<file path="src/rtl/seg7_mmio_scan.sv">
// Memory-mapped, time-multiplexed seven-segment display controller.
//
// The CPU sees a 16-byte register window at BASE_ADDR:
//   0x0 DATA  one hex nibble per digit (digit 0 = rightmost)
//   0x4 DP    decimal point per digit
//   0x8 MASK  per-digit enable (0 = digit blanked)
//   0xC CTRL  bit0 EN, bit1 LZS (leading-zero suppression)
// The scanner gives each digit a slot of SCAN_CYCLES clocks. The first BLANK_CYCLES
// clocks of every slot keep all digits dark to stop ghosting between digits.
//
// Ports:
//   clk      system clock
//   rst      synchronous, active-high reset
//   addr     CPU byte address (addr[1:0] ignored)
//   data     CPU write data
//   we       write strobe
//   re       read strobe
//   rdata    registered read data
//   site_en  digit select, active-low one-hot
//   num_sel  segments, active-low, bit7 = a ... bit1 = g, bit0 = dp
module seg7_mmio_scan #(
    parameter int unsigned NUM_DIGITS   = 8,
    parameter int unsigned SCAN_CYCLES  = 6000,
    parameter int unsigned BLANK_CYCLES = 64,
    parameter logic [31:0] BASE_ADDR    = 32'h0000_0000
) (
    input  logic                  clk,
    input  logic                  rst,
    input  logic [31:0]           addr,
    input  logic [31:0]           data,
    input  logic                  we,
    input  logic                  re,
    output logic [31:0]           rdata,
    output logic [NUM_DIGITS-1:0] site_en,
    output logic [7:0]            num_sel
);

    localparam int unsigned CntW  = (SCAN_CYCLES > 1) ? $clog2(SCAN_CYCLES) : 1;
    localparam int unsigned IdxW  = (NUM_DIGITS > 1) ? $clog2(NUM_DIGITS) : 1;
    localparam int unsigned DataW = 4 * NUM_DIGITS;

    // Active-low a..g in bits 7..1; bit 0 is overwritten later from DP.
    function automatic logic [7:0] hexcode(input logic [3:0] nib);
        logic [7:0] code;
        unique case (nib)
            4'h0: code = 8'h03;
            4'h1: code = 8'h9F;
            4'h2: code = 8'h25;
            4'h3: code = 8'h0D;
            4'h4: code = 8'h99;
            4'h5: code = 8'h49;
            4'h6: code = 8'h41;
            4'h7: code = 8'h1F;
            4'h8: code = 8'h01;
            4'h9: code = 8'h09;
            4'hA: code = 8'h11;
            4'hB: code = 8'hC1;
            4'hC: code = 8'h63;
            4'hD: code = 8'h85;
            4'hE: code = 8'h61;
            default: code = 8'h71;
        endcase
        return code;
    endfunction

    logic [DataW-1:0]      data_q, data_d;
    logic [NUM_DIGITS-1:0] dp_q, dp_d;
    logic [NUM_DIGITS-1:0] mask_q, mask_d;
    logic [1:0]            ctrl_q, ctrl_d;
    logic [31:0]           rdata_q, rdata_d;
    logic [CntW-1:0]       cnt_q, cnt_d;
    logic [IdxW-1:0]       idx_q, idx_d;
    logic [NUM_DIGITS-1:0] site_en_q, site_en_d;
    logic [7:0]            num_sel_q, num_sel_d;

    logic                  hit;
    logic [NUM_DIGITS-1:0] upper_zero;
    logic                  run_zero;
    logic [3:0]            nibble;
    logic [7:0]            seg_code;
    logic                  suppress;
    logic                  visible;

    logic unused_bits;
    assign unused_bits = ^{addr[1:0], data};

    assign hit = (addr[31:4] == BASE_ADDR[31:4]);

    // Register file write and read-back.
    always_comb begin
        data_d  = data_q;
        dp_d    = dp_q;
        mask_d  = mask_q;
        ctrl_d  = ctrl_q;
        rdata_d = rdata_q;
        if (we && hit) begin
            unique case (addr[3:2])
                2'd0:    data_d = data[DataW-1:0];
                2'd1:    dp_d   = data[NUM_DIGITS-1:0];
                2'd2:    mask_d = data[NUM_DIGITS-1:0];
                default: ctrl_d = data[1:0];
            endcase
        end
        // Reads use the pre-edge contents, so a same-cycle write returns the old value.
        if (re) begin
            rdata_d = '0;
            if (hit) begin
                unique case (addr[3:2])
                    2'd0:    rdata_d[DataW-1:0]      = data_q;
                    2'd1:    rdata_d[NUM_DIGITS-1:0] = dp_q;
                    2'd2:    rdata_d[NUM_DIGITS-1:0] = mask_q;
                    default: rdata_d[1:0]            = ctrl_q;
                endcase
            end
        end
    end

    // Slot counter and digit index; parked at 0 while disabled so enable restarts at digit 0.
    always_comb begin
        cnt_d = cnt_q;
        idx_d = idx_q;
        if (!ctrl_q[0]) begin
            cnt_d = '0;
            idx_d = '0;
        end else if (cnt_q == CntW'(SCAN_CYCLES - 1)) begin
            cnt_d = '0;
            idx_d = (idx_q == IdxW'(NUM_DIGITS - 1)) ? '0 : idx_q + IdxW'(1);
        end else begin
            cnt_d = cnt_q + CntW'(1);
        end
    end

    // upper_zero[i]: nibbles i..NUM_DIGITS-1 are all zero.
    always_comb begin
        upper_zero = '0;
        run_zero   = 1'b1;
        for (int i = NUM_DIGITS - 1; i >= 0; i--) begin
            run_zero      = run_zero & (data_q[4*i +: 4] == 4'h0);
            upper_zero[i] = run_zero;
        end
    end

    always_comb begin
        nibble    = data_q[{idx_q, 2'b00} +: 4];
        seg_code  = hexcode(nibble);
        suppress  = ctrl_q[1] && (idx_q != '0) && upper_zero[idx_q];
        visible   = ctrl_q[0] && (cnt_q >= CntW'(BLANK_CYCLES)) && mask_q[idx_q] && !suppress;
        site_en_d = '1;
        num_sel_d = 8'hFF;
        if (visible) begin
            site_en_d = ~(NUM_DIGITS'(1) << idx_q);
            num_sel_d = {seg_code[7:1], ~dp_q[idx_q]};
        end
    end

    always_ff @(posedge clk) begin
        if (rst) begin
            data_q    <= '0;
            dp_q      <= '0;
            mask_q    <= '1;
            ctrl_q    <= 2'b01;
            rdata_q   <= '0;
            cnt_q     <= '0;
            idx_q     <= '0;
            site_en_q <= '1;
            num_sel_q <= 8'hFF;
        end else begin
            data_q    <= data_d;
            dp_q      <= dp_d;
            mask_q    <= mask_d;
            ctrl_q    <= ctrl_d;
            rdata_q   <= rdata_d;
            cnt_q     <= cnt_d;
            idx_q     <= idx_d;
            site_en_q <= site_en_d;
            num_sel_q <= num_sel_d;
        end
    end

    assign rdata   = rdata_q;
    assign site_en = site_en_q;
    assign num_sel = num_sel_q;

endmodule

</file>
<file path="config.mk">
export PLATFORM = sky130hd
export DESIGN_NAME = seg7_mmio_scan
export DESIGN_NICKNAME = d
export VERILOG_FILES = /design/src/rtl/seg7_mmio_scan.sv
export SDC_FILE = /design/constraint.sdc
export NUM_CORES = 1
export LEC_CHECK = 0
export BUFFER_PORTS_ARGS = -buffer_cell sky130_fd_sc_hd__buf_4
export CAP_MARGIN = 40
export CORE_ASPECT_RATIO = 1.25
export CORE_UTILIZATION = 29
export CTS_CLUSTER_DIAMETER = 200
export DETAILED_ROUTE_END_ITERATION = 10
export SLEW_MARGIN = 20
export SYNTH_ARGS = -nofsm -noshare
export SYNTH_HDL_FRONTEND = slang
export SYNTH_SLANG_ARGS = --single-unit
</file>
<file path="constraint.sdc">
create_clock -name clk -period 2.85 [get_ports clk]
set_input_delay 0.4275 -clock clk [delete_from_list [all_inputs] [get_ports clk]]
set_output_delay 0.4275 -clock clk [all_outputs]
set_load 0.005 [all_outputs]
</file>
==> results of run 1 <==
==> sequential cells by signal (all words and copies together) (netlist names) <==
name and count:
dp_q 8, ctrl_q 2, rdata 32, idx_q 3, num_sel 8, site_en 8, data_q 32, mask_q 8
cnt_q 13
==> through the flow <==
stage	hold WS [ps]	setup WS (ps)	cell area, µm²	std cells
floorplan	430	438	5070	503
global placement	448	406	6160	818
detailed placement	469	288	6160	818
CTS	232	287	6760	849
global route	241	156	6790	850
finish	249	383	6790	850
==> logic make-up after synthesis <==
kind of cell / Yosys count
mux: 71
compound gates: 67
simple gates: 184
fa+ha+maj: 14
buf+inv: 42
xor+xnor: 11
flops: 114
==> layer usage <==
layer | track usage (%) | vias up | share of wire (%)
met1 | 17.1 | 1955 | 40
met5 | 0 | - | 0
met2 | 27.4 | 139 | 52
met3 | 3.54 | 19 | 5.4
li1 | - | 2037 | -
met4 | 6.91 | 0 | 2.4
==> final cells by class <==
class	count	area [µm²]	area share [%]
multi-input cells	347	2610	38.4
flip-flops and latches	114	2280	33.6
repair buffers	125	971	14.3
clock buffers	23	478	7.04
well taps	220	275	4.05
clock inverters	8	128	1.88
inverters	13	48.8	0.719
==> cell usage after synthesis (2+ instances only) <==
| cell type | instances | share of area, % |
|---|---|---|
| sky130_fd_sc_hd__nand4_1 | 3 | 0.37 |
| sky130_fd_sc_hd__mux2i_1 | 56 | 11 |
| sky130_fd_sc_hd__clkbuf_1 | 16 | 1.2 |
| sky130_fd_sc_hd__nor4_2 | 5 | 1.2 |
| sky130_fd_sc_hd__nor2b_1 | 11 | 1.4 |
| sky130_fd_sc_hd__ha_1 | 14 | 3.5 |
| sky130_fd_sc_hd__inv_1 | 9 | 0.67 |
| sky130_fd_sc_hd__nor4_4 | 2 | 0.84 |
| sky130_fd_sc_hd__o21ai_0 | 9 | 0.89 |
| sky130_fd_sc_hd__xnor2_1 | 4 | 0.69 |
| sky130_fd_sc_hd__nor3_1 | 4 | 0.39 |
| sky130_fd_sc_hd__nor2_1 | 92 | 6.8 |
| sky130_fd_sc_hd__xor2_1 | 7 | 1.2 |
| sky130_fd_sc_hd__a21oi_1 | 4 | 0.39 |
| sky130_fd_sc_hd__buf_6 | 3 | 0.67 |
| sky130_fd_sc_hd__o21ai_1 | 2 | 0.20 |
| sky130_fd_sc_hd__o221ai_1 | 4 | 0.69 |
| sky130_fd_sc_hd__inv_2 | 3 | 0.22 |
| sky130_fd_sc_hd__nand2_1 | 24 | 1.8 |
| sky130_fd_sc_hd__nand2b_1 | 5 | 0.62 |
| sky130_fd_sc_hd__buf_2 | 8 | 0.79 |
| sky130_fd_sc_hd__nor4_1 | 12 | 1.5 |
| sky130_fd_sc_hd__a22oi_1 | 32 | 4.7 |
| sky130_fd_sc_hd__nand3_1 | 13 | 1.3 |
| sky130_fd_sc_hd__mux4_2 | 14 | 6.2 |
| sky130_fd_sc_hd__a211o_1 | 11 | 1.9 |
| sky130_fd_sc_hd__dfxtp_1 | 114 | 45 |
| sky130_fd_sc_hd__or2_2 | 2 | 0.25 |
==> power breakdown <==
group / leakage, µW / switching, µW / internal, µW / total [µW]
Clock: 0.000289 / 724 / 1440 / 2160
Sequential: 0.000919 / 3.97 / 1600 / 1600
Combinational: 0.00140 / 74.3 / 77.4 / 152
Total: 0.00261 / 802 / 3120 / 3920
==> critical path: cells and delay by family (launching register included) <==
kind | cells | cell delay, ps
buffers and inverters | 1 | 300
DFF | 1 | 640
muxes | 2 | 300
AOI/OAI and AO/OA | 3 | 1060
==> final timing paths <==
| kind | from | slack, ps | to |
|---|---|---|---|
| worst max-delay path | idx_q[1] | 380 | num_sel[2] |
| worst min-delay path | data[3] | 250 | mask_q[3] |
| worst max register to register | idx_q[1] | 380 | num_sel[2] |
| worst min register to register | cnt_q[0] | 480 | cnt_q[0] |
==> summary.md, run 1 <==
| Metric | Value |
|---|---|
| Result of the run | `finished clean` |
| Half-perimeter wire length of the detailed placement result | `9.92 mm` |
| Detail Route Antenna Nets | `0` |
| Required @ worst endpoint | `3090 ps` |
| CTS max path bufs | `2` |
| Top-Level Pins | `116` |
| Cells after Synth | `503` |
| Post-CTS Setup Repair Bufs | `0` |
| Global route total overflow | `0` |
| Number of antenna violations at the first check in global routing | `0` |
| Worst Hold Path Cells | `2` |
| Post-Syn Area per Cell | `10.1 µm²` |
| Clock sinks | `114` |
| CTS H-Tree Depth | `4` |
| Number of nets in the layout | `700` |
| Maximum net fanout on the critical path | `16` |
| Primary FF master, synth | `sky130_fd_sc_hd__dfxtp_1` |
| Path class of the lowest-slack min-delay path | `input port to flop` |
| Placement row count | `53` |
| CTS clk-pin slew, worst paths | `50 ps` |
| Overall fraction of global-route tracks in use | `15.3%` |
| Adder-cell area share of the yosys netlist | `3.45%` |
| Area fraction in compound gates after synthesis | `9.59%` |
| Max VDD drop | `371 µV` |
| Post-route core utilization | `40.0%` |
| Worst path slowest cell | `sky130_fd_sc_hd__dfxtp_1` |
| Ratio of final minimum period to clock period | `86.6%` |
| Time the final worst path needs with I/O delays and setup | `2470 ps` |
| Maximum capacitance violations | `0` |
| Synth Warn # | `0` |
| Count of TritonRoute iterations in the first routing pass | `5` |
| R2r worst-path depth | `6` |
| Final hold violations | `0` |
| CTS root buf | `sky130_fd_sc_hd__clkbuf_16` |
| Fraction of final layout cells with drive strength greater than 1 | `29.4%` |
| Number of vias per cell after detailed routing | `4.88` |
| Total of buffers placed on input and output ports | `113` |
| Remaining design rule violation count | `0` |
| Number of enable-type register cells in the synthesized netlist | `0` |
| Total length of routed wires | `13.5 mm` |
| Most frequent cells in the layout | `sky130_fd_sc_hd__buf_4, sky130_fd_sc_hd__dfxtp_1, sky130_fd_sc_hd__nor2_1, sky130_fd_sc_hd__mux2i_1, sky130_fd_sc_hd__a22oi_1` |
| Combined area of all synthesized cells | `5070 µm²` |
| CTS tree | `built` |
| Fillcell total | `1685` |
| Proportion of synthesized area in mux cells | `17.5%` |
| Total leakage power | `0.00261 µW` |
| Sequential element share of the synthesized area | `45.0%` |
| Number of hold-repair buffers added at the cts stage | `0` |
| Max frequency | `405 MHz` |
| Pin count of the biggest net entering global routing | `83` |
| Worst Path Arrival | `2710 ps` |
| Number of antenna diodes | `0` |
| Clock Latency Late Sink | `410 ps` |
| Final Setup Violations | `0` |
| Quantity of gates resized following cts | `0` |
| Kind of critical path | `flop to flop` |
| Number of global-route vias before repair | `4145` |
| Setup TNS after final layout | `0 ps` |
| Die Span Y | `150 µm` |
| Num CTS Buffers | `17` |
| DRT iter0 DRCs | `188` |
| Routed length per placed instance | `15.9 µm` |
| Share of synthesized flip-flops with an asynchronous set or reset | `0%` |
| Post-synth net total | `585` |
| Main combinational cell family by area after synthesis | `simple AND/OR/NAND/NOR gates` |
| Transition at the pin with the smallest max-transition slack | `719 ps` |
| Number of register bits inferred by synthesis | `114` |
| RSZ-0062 raised after global routing | `false` |
| Die Area | `18000 µm²` |
| Element type at the critical path end | `flop` |
| Floorplan Core Area | `17000 µm²` |
| Cell breakdown of the critical path | `buf_4 > mux4_2 > mux2i_1 > a211o_1 > a21oi_2 > o221ai_1` |
| Via count | `4150` |
| Post-synthesis cell type count | `48` |
| Most common library cell in the layout ignoring fill and taps | `sky130_fd_sc_hd__buf_4` |
| Simple logic cell fraction of the synthesized area | `18.8%` |
| Cell area power density | `577 nW/µm²` |
| Final GP Congestion | `0.869` |
| Area growth syn-to-layout | `33.8%` |
| Parity-gate share of the synthesized area counting xor and xnor cells | `1.90%` |
| Die W | `120 µm` |
| Critical path's largest stage delay | `640 ps` |
| Slew headroom | `51.8%` |
| Wire length of the first global-routing pass | `21.1 mm` |
| Post-route clock skew | `8.80 ps` |
| Final-report max-slew violation count | `0` |
| Nature of the critical path startpoint | `flop` |
| Total Power | `3920 µW` |
| Initial standard-cell utilization of the core | `29.9%` |
Power figures use the tool's default switching activity.
==> run 2, diff against run 1 <==
Settings changed: ABC_AREA from default to 1.
==> summary.md, run 2 <==
| Metric | Value |
|---|---|
| Result of the run | `finished clean (unchanged)` |
| Num CTS Buffers | `17 (unchanged)` |
| CTS H-Tree Depth | `4 (unchanged)` |
| Total length of routed wires | `17.7 mm (was 13.5 mm)` |
| Count leader, synth | `sky130_fd_sc_hd__nand2_1 (was sky130_fd_sc_hd__dfxtp_1)` |
| Routed length per placed instance | `13.2 µm (was 15.9 µm)` |
| Fillcell total | `2290 (was 1685)` |
| Required @ worst endpoint | `3210 ps (was 3090 ps)` |
| Die Span Y | `165 µm (was 150 µm)` |
| Post-route clock skew | `10.5 ps (was 8.80 ps)` |
| Clock sinks | `114 (unchanged)` |
| Remaining design rule violation count | `0 (unchanged)` |
| Max VDD drop | `363 µV (was 371 µV)` |
| Final Setup Violations | `0 (unchanged)` |
| Placement row count | `59 (was 53)` |
| Wire length of the first global-routing pass | `28.3 mm (was 21.1 mm)` |
| Global route total overflow | `0 (unchanged)` |
| Most frequent cells in the layout | `sky130_fd_sc_hd__nand2_1, sky130_fd_sc_hd__inv_1, sky130_fd_sc_hd__buf_4, sky130_fd_sc_hd__nor2_1, sky130_fd_sc_hd__dfxtp_1 (was sky130_fd_sc_hd__buf_4, sky130_fd_sc_hd__dfxtp_1, sky130_fd_sc_hd__nor2_1, sky130_fd_sc_hd__mux2i_1, sky130_fd_sc_hd__a22oi_1)` |
| Number of antenna diodes | `0 (unchanged)` |
| Post-synthesis cell type count | `29 (was 48)` |
| Net switching fraction of the power | `23.0% (was 20.5%)` |
| Cell-internal power | `3050 µW (was 3120 µW)` |
| Most common library cell in the layout ignoring fill and taps | `sky130_fd_sc_hd__nand2_1 (was sky130_fd_sc_hd__buf_4)` |
| RSZ-0062 raised after global routing | `false (unchanged)` |
| Ratio of final minimum period to clock period | `71.1% (was 86.6%)` |
| CTS tree | `built (unchanged)` |
| Parity-gate share of the synthesized area counting xor and xnor cells | `0.285% (was 1.90%)` |
| Total of buffers placed on input and output ports | `113 (unchanged)` |
| Flop pwr share | `40.4% (was 40.9%)` |
| Synth Warn # | `0 (unchanged)` |
| Final GP Congestion | `0.814 (was 0.869)` |
| Area growth syn-to-layout | `26.4% (was 33.8%)` |
| Setup TNS after final layout | `0 ps (unchanged)` |
| Number of register bits inferred by synthesis | `114 (unchanged)` |
| Commonest cells in the netlist | `sky130_fd_sc_hd__nand2_1, sky130_fd_sc_hd__inv_1, sky130_fd_sc_hd__nor2_1 (was sky130_fd_sc_hd__dfxtp_1, sky130_fd_sc_hd__nor2_1, sky130_fd_sc_hd__mux2i_1)` |
| Share of synthesized flip-flops with an asynchronous set or reset | `0% (unchanged)` |
| Worst Path Arrival | `2380 ps (was 2710 ps)` |
| Clock Latency Late Sink | `420 ps (was 410 ps)` |
| Initial standard-cell utilization of the core | `29.5% (was 29.9%)` |
| Overall fraction of global-route tracks in use | `16.7% (was 15.3%)` |
| Element type at the critical path end | `flop (unchanged)` |
| CTS clk-pin slew, worst paths | `60 ps (was 50 ps)` |
| Pre-CTS setup slack | `788 ps (was 288 ps)` |
| Count of TritonRoute iterations in the first routing pass | `4 (was 5)` |
| Cell breakdown of the critical path | `inv_2 > nor2_1 > nand3_1 > nand2_1 > inv_1 > nand2_1 > ha_1 > inv_1 > nand2_1 > nand3_1 > nand3_1 (was buf_4 > mux4_2 > mux2i_1 > a211o_1 > a21oi_2 > o221ai_1)` |
| Buffering stage count on the worst path with inverters included | `3 (was 1)` |
| Detail Route Antenna Nets | `0 (unchanged)` |
| Floorplan Core Area | `20800 µm² (was 17000 µm²)` |
| Combined area of all synthesized cells | `6150 µm² (was 5070 µm²)` |
| Post-synth net total | `1039 (was 585)` |
| Number of hold-repair buffers added at the cts stage | `0 (unchanged)` |
| Adder-cell area share of the yosys netlist | `2.85% (was 3.45%)` |
| Number of nets in the layout | `1134 (was 700)` |
| Proportion of synthesized area in mux cells | `0% (was 17.5%)` |
| Pin count of the biggest net entering global routing | `51 (was 83)` |
| Worst path slowest cell | `sky130_fd_sc_hd__dfxtp_1 (unchanged)` |
| Total Power | `3960 µW (was 3920 µW)` |
| Via count | `6145 (was 4150)` |
| Cell class contributing the biggest share of worst-path delay | `simple AND/OR/NAND/NOR gates (was compound AO/OA/AOI/OAI gates)` |
| Final-report max-slew violation count | `0 (unchanged)` |
| Nature of the critical path startpoint | `flop (unchanged)` |
| Main area contributors after synthesis | `sky130_fd_sc_hd__dfxtp_1, sky130_fd_sc_hd__nand2_1, sky130_fd_sc_hd__inv_1 (was sky130_fd_sc_hd__dfxtp_1, sky130_fd_sc_hd__mux2i_1, sky130_fd_sc_hd__nor2_1)` |
| CTS max path bufs | `2 (unchanged)` |
| Area fraction in compound gates after synthesis | `6.31% (was 9.59%)` |
| Final hold violations | `0 (unchanged)` |
| Slew headroom | `56.7% (was 51.8%)` |
| Maximum net fanout on the critical path | `12 (was 16)` |
| Post-Syn Area per Cell | `6.42 µm² (was 10.1 µm²)` |
| Number of antenna violations at the first check in global routing | `0 (unchanged)` |
| Top-area cell type share of the netlist area | `37.1% (was 45.0%)` |
| Total leakage power | `0.00352 µW (was 0.00261 µW)` |
| Clock share of power | `54.2% (was 55.2%)` |
| Transition at the pin with the smallest max-transition slack | `649 ps (was 719 ps)` |
| Maximum capacitance violations | `0 (unchanged)` |
| Number of vias per cell after detailed routing | `4.59 (was 4.88)` |
| Simple logic cell fraction of the synthesized area | `39.8% (was 18.8%)` |
| Post-CTS Setup Repair Bufs | `0 (unchanged)` |
| Die Area | `21800 µm² (was 18000 µm²)` |
| Logic gate share of total power | `5.4% (was 3.9%)` |
| Critical path's largest stage delay | `600 ps (was 640 ps)` |
| Primary FF master, synth | `sky130_fd_sc_hd__dfxtp_1 (unchanged)` |
| DRT iter0 DRCs | `321 (was 188)` |
| Quantity of gates resized following cts | `0 (unchanged)` |
| CTS root buf | `sky130_fd_sc_hd__clkbuf_16 (unchanged)` |
| Half-perimeter wire length of the detailed placement result | `12.7 mm (was 9.92 mm)` |
| Die W | `132 µm (was 120 µm)` |
| Max frequency | `493 MHz (was 405 MHz)` |
| Sequential element share of the synthesized area | `37.1% (was 45.0%)` |
| Path class of the lowest-slack min-delay path | `input port to flop (unchanged)` |
| Yosys top cell by area | `sky130_fd_sc_hd__dfxtp_1 (unchanged)` |
| Number of global-route vias before repair | `5628 (was 4145)` |
| Kind of critical path | `flop to flop (unchanged)` |
| Setup WS post-layout | `823 ps (was 383 ps)` |
| Cell area power density | `510 nW/µm² (was 577 nW/µm²)` |
| Fraction of final layout cells with drive strength greater than 1 | `16.6% (was 29.4%)` |
| Net switching component of the power | `913 µW (was 802 µW)` |
| Main combinational cell family by area after synthesis | `simple AND/OR/NAND/NOR gates (unchanged)` |
| Cells after Synth | `957 (was 503)` |
| Time the final worst path needs with I/O delays and setup | `2030 ps (was 2470 ps)` |
| Number of enable-type register cells in the synthesized netlist | `0 (unchanged)` |
| Top-Level Pins | `116 (unchanged)` |
## run 2: path summary, 6_finish.rpt
| path | cells after the start | to | from | slack, ps |
|---|---|---|---|---|
| setup reg to reg | 11 | num_sel[4] | idx_q[2] | 820 |
| hold / removal | 3 | mask_q[2] | data[2] | 270 |
| setup / recovery | 11 | num_sel[4] | idx_q[2] | 820 |
| hold reg to reg | 2 | rdata[15] | rdata[15] | 460 |
## run 2: area by class of cell
cell class / instances / area [µm²] / share of cell area (%)
clock buffers: 18 / 429 / 5.52
multi-input cells: 644 / 3030 / 38.9
well taps: 274 / 343 / 4.41
repair buffers: 128 / 973 / 12.5
inverters: 147 / 552 / 7.10
flip-flops and latches: 114 / 2280 / 29.4
clock inverters: 14 / 165 / 2.13
## run 2: metal layers
layer  routed length (µm)  share of wire (%)  vias up  track usage [%]
li1                     -                  -     3198                -
met1                 7470                 42     2753             19.1
met2                 8870                 50      157             29.8
met3                  799                4.5       37             3.47
met4                  556                3.1        0             7.99
met5                    0                  0        -                0
## run 2: per-stage QoR
step                      area, µm²  hold WS, ps  cells  utilization (%)
after floorplan                6150          430    957                -
after global placement         7180          445   1307             34.5
after detailed placement       7180          460   1307             34.5
after CTS                      7770          256   1339             37.3
after global routing           7770          268   1339             37.3
final                          7770          273   1339             37.3
## run 2: worst min-delay path: cells and delay by family
family	cells	cell delay, ps
buffers and inverters	1	80
and+or+nand+nor	2	160
## run 2: cells by family (layout without fill, tap and decap cells)
logic type      Yosys count  count (layout)
simple gates            557             557
buf+inv                 199             307
flops                   114             114
compound gates           71              71
fa+ha+maj                14              14
xor+xnor                  2               2
## run 2: power by group through the flow
stage | Clock, µW | Combinational (µW) | Sequential (µW)
after floorplan | 0 | 105 | 1630
after global placement | 0 | 213 | 1640
after detailed placement | 0 | 214 | 1640
after CTS | 2190 | 214 | 1600
after global routing | 2260 | 236 | 1600
final | 2150 | 212 | 1600
==> run 3, diff against run 2 <==
Settings changed: ABC_AREA 1 to 0.
Clock period 2.85 ns to 1.99 ns, I/O delays scaled along.
==> summary.md, run 3 (synthesis results as in run 1) <==
| Metric | Value |
|---|---|
| Cell breakdown of the critical path | `buf_4 > mux4_2 > mux2i_4 > inv_2 > ha_2 > mux2i_1 > mux2_2 > nand2_1 (was inv_2 > nor2_1 > nand3_1 > nand2_1 > inv_1 > nand2_1 > ha_1 > inv_1 > nand2_1 > nand3_1 > nand3_1)` |
| Clock Latency Late Sink | `400 ps (was 420 ps)` |
| Post-route core utilization | `42.0% (was 37.3%)` |
| Number of global-route vias before repair | `4481 (was 5628)` |
| Overall fraction of global-route tracks in use | `15.6% (was 16.7%)` |
| Die Area | `18000 µm² (was 21800 µm²)` |
| Min-delay src | `data[6] (was data[2])` |
| Final Setup Violations | `1 (was 0)` |
| Number of vias per cell after detailed routing | `4.94 (was 4.59)` |
| Detail Route Antenna Nets | `0 (unchanged)` |
| Total of buffers placed on input and output ports | `113 (unchanged)` |
| Pin count of the biggest net entering global routing | `83 (was 51)` |
| Cell area power density | `769 nW/µm² (was 510 nW/µm²)` |
| Worst Path Arrival | `2290 ps (was 2380 ps)` |
| R2r worst-path depth | `8 (was 11)` |
| Final hold violations | `0 (unchanged)` |
| Final worst hold slack | `123 ps (was 273 ps)` |
| Number of antenna diodes | `0 (unchanged)` |
| Via count | `4367 (was 6145)` |
| RSZ-0062 raised after global routing | `true (was false)` |
| Area growth syn-to-layout | `40.7% (was 26.4%)` |
| Cell count after placement | `848 (was 1307)` |
| Pre-CTS setup slack | `-191 ps (was 788 ps)` |
| Worst hold path endpoint | `mask_q[6] (was mask_q[2])` |
| Top-Level Pins | `116 (unchanged)` |
| Path class of the lowest-slack min-delay path | `input port to flop (unchanged)` |
| Most common library cell in the layout ignoring fill and taps | `sky130_fd_sc_hd__buf_4 (was sky130_fd_sc_hd__nand2_1)` |
| Slew headroom | `65.3% (was 56.7%)` |
| Worst path slowest cell | `sky130_fd_sc_hd__mux4_2 (was sky130_fd_sc_hd__dfxtp_1)` |
| Number of nets in the layout | `733 (was 1134)` |
| Half-perimeter wire length of the detailed placement result | `10.1 mm (was 12.7 mm)` |
| CTS tree | `built (unchanged)` |
| CTS max path bufs | `2 (unchanged)` |
| End of the worst register-to-register path | `num_sel[4] (unchanged)` |
| Die W | `120 µm (was 132 µm)` |
| Global route total overflow | `0 (unchanged)` |
| Maximum net fanout on the critical path | `4 (was 12)` |
| Result of the run | `complete, but fails checks (was finished clean)` |
| Maximum capacitance violations | `0 (unchanged)` |
| Initial standard-cell utilization of the core | `29.9% (was 29.5%)` |
| Floorplan Core Area | `17000 µm² (was 20800 µm²)` |
| CTS H-Tree Depth | `4 (unchanged)` |
| Finished Cell Area | `7140 µm² (was 7770 µm²)` |
| Max frequency | `501 MHz (was 493 MHz)` |
| Total length of routed wires | `13.7 mm (was 17.7 mm)` |
| DRT iter0 DRCs | `143 (was 321)` |
| Wire length of the first global-routing pass | `21.9 mm (was 28.3 mm)` |
| Worst Hold Path Cells | `2 (was 3)` |
| Nature of the critical path startpoint | `flop (unchanged)` |
| Placed inst area | `6450 µm² (was 7180 µm²)` |
| Max VDD drop | `442 µV (was 363 µV)` |
| Time the final worst path needs with I/O delays and setup | `2000 ps (was 2030 ps)` |
| CTS clk-pin slew, worst paths | `50 ps (was 60 ps)` |
| Most frequent cells in the layout | `sky130_fd_sc_hd__buf_4, sky130_fd_sc_hd__dfxtp_1, sky130_fd_sc_hd__nor2_1, sky130_fd_sc_hd__mux2i_1, sky130_fd_sc_hd__a22oi_1 (was sky130_fd_sc_hd__nand2_1, sky130_fd_sc_hd__inv_1, sky130_fd_sc_hd__buf_4, sky130_fd_sc_hd__nor2_1, sky130_fd_sc_hd__dfxtp_1)` |
| Setup WS post-layout | `-6.73 ps (was 823 ps)` |
| Die Span Y | `150 µm (was 165 µm)` |
| Element type at the critical path end | `flop (unchanged)` |
| Transition at the pin with the smallest max-transition slack | `516 ps (was 649 ps)` |
| Final GP Congestion | `0.856 (was 0.814)` |
| Final standard cell count with taps included and fillers excluded | `884 (was 1339)` |
| Placement row count | `53 (was 59)` |
| Number of antenna violations at the first check in global routing | `0 (unchanged)` |
| Violated checks | `setup timing` |
| Num CTS Buffers | `17 (unchanged)` |
| Ratio of final minimum period to clock period | `100% (was 71.1%)` |
| Clock sinks | `114 (unchanged)` |
| Remaining design rule violation count | `0 (unchanged)` |
| Critical register-to-register path startpoint | `data_q[28] (was idx_q[2])` |
| Routed length per placed instance | `15.5 µm (was 13.2 µm)` |
| Critical path's largest stage delay | `480 ps (was 600 ps)` |
| CTS root buf | `sky130_fd_sc_hd__clkbuf_16 (unchanged)` |
| Required @ worst endpoint | `2280 ps (was 3210 ps)` |
| Post-route clock skew | `8.97 ps (was 10.5 ps)` |
| Count of TritonRoute iterations in the first routing pass | `5 (was 4)` |
| Kind of critical path | `flop to flop (unchanged)` |
| Total leakage power | `0.00278 µW (was 0.00352 µW)` |
| R2R Setup Slk | `-7 ps (was 820 ps)` |
| Final-report max-slew violation count | `0 (unchanged)` |
| Fraction of final layout cells with drive strength greater than 1 | `35.1% (was 16.6%)` |
run 3: cell count changes in the layout (fill, tap and decap cells not counted), sizes merged, moves of 14 or more:
| cell | before | now |
|---|---|---|
| nand3 | 102 | 14 |
| buf | 128 | 158 |
| nand2 | 262 | 24 |
| mux2i | 0 | 56 |
| a21oi | 49 | 5 |
| mux4 | 0 | 14 |
| nor4 | 0 | 19 |
| nand4 | 53 | 4 |
| inv | 146 | 12 |
| nor2 | 127 | 92 |
| a22oi | 0 | 32 |
run 3: stage by stage:
stage | total power, µW | TNS, ps
6_report | 5490 | -6.73
3_5_place_dp | 2560 | -7310
2_1_floorplan | 2420 | 0
5_1_grt | 5670 | -197
3_3_place_gp | 2560 | -3670
4_1_cts | 5530 | -11.2
run 3: area by class of cell:
| type | instances | area, µm² |
|---|---|---|
| sequential | 114 | 2290 |
| inverter | 13 | 51.3 |
| fill | 1665 | 9840 |
| clock inverter | 9 | 105 |
| clock buffer | 23 | 478 |
| multi-input combinational | 347 | 2670 |
| tap | 220 | 275 |
| timing repair buffer | 158 | 1270 |
run 3: critical path, delay by kind of cell, from the launching register on:
family        cells  cell delay (ps)
fa+ha+maj         1              220
simple gates      1               60
buf+inv           2              250
mux               4             1030
flops             1              330
run 3: worst max path at each step:
stage | from | endpoint | slack [ps]
detailed placement | addr[5] | data_q[16] | -190
floorplan | idx_q[1] | num_sel[4] | 10
global route | idx_q[1] | num_sel[4] | -50
global placement | addr[14] | data_q[31] | -130
CTS | idx_q[1] | num_sel[4] | -10
finish | data_q[28] | num_sel[4] | -7
run 3: repair_timing:
action	CTS	global route
pin swaps	2	2
setup endpoints to repair	8	5
gates cloned	0	1
hold buffers	0	0
buffers inserted	0	2
gates resized for setup	8	6
run 3: per-layer routing:
| layer | GRT usage, % | share of wire, % |
|---|---|---|
| met4 | 6.91 | 1.8 |
| met3 | 3.35 | 5.3 |
| met5 | 0 | 0 |
| met1 | 17.0 | 40 |
| met2 | 28.7 | 53 |
run 3: report_power, final:
part           internal [µW]  leakage [µW]  switching [µW]  total [µW]
clock                   1940      0.000287            1040        2970
sequential              2290      0.000921            5.40        2290
combinational            114       0.00157             107         220
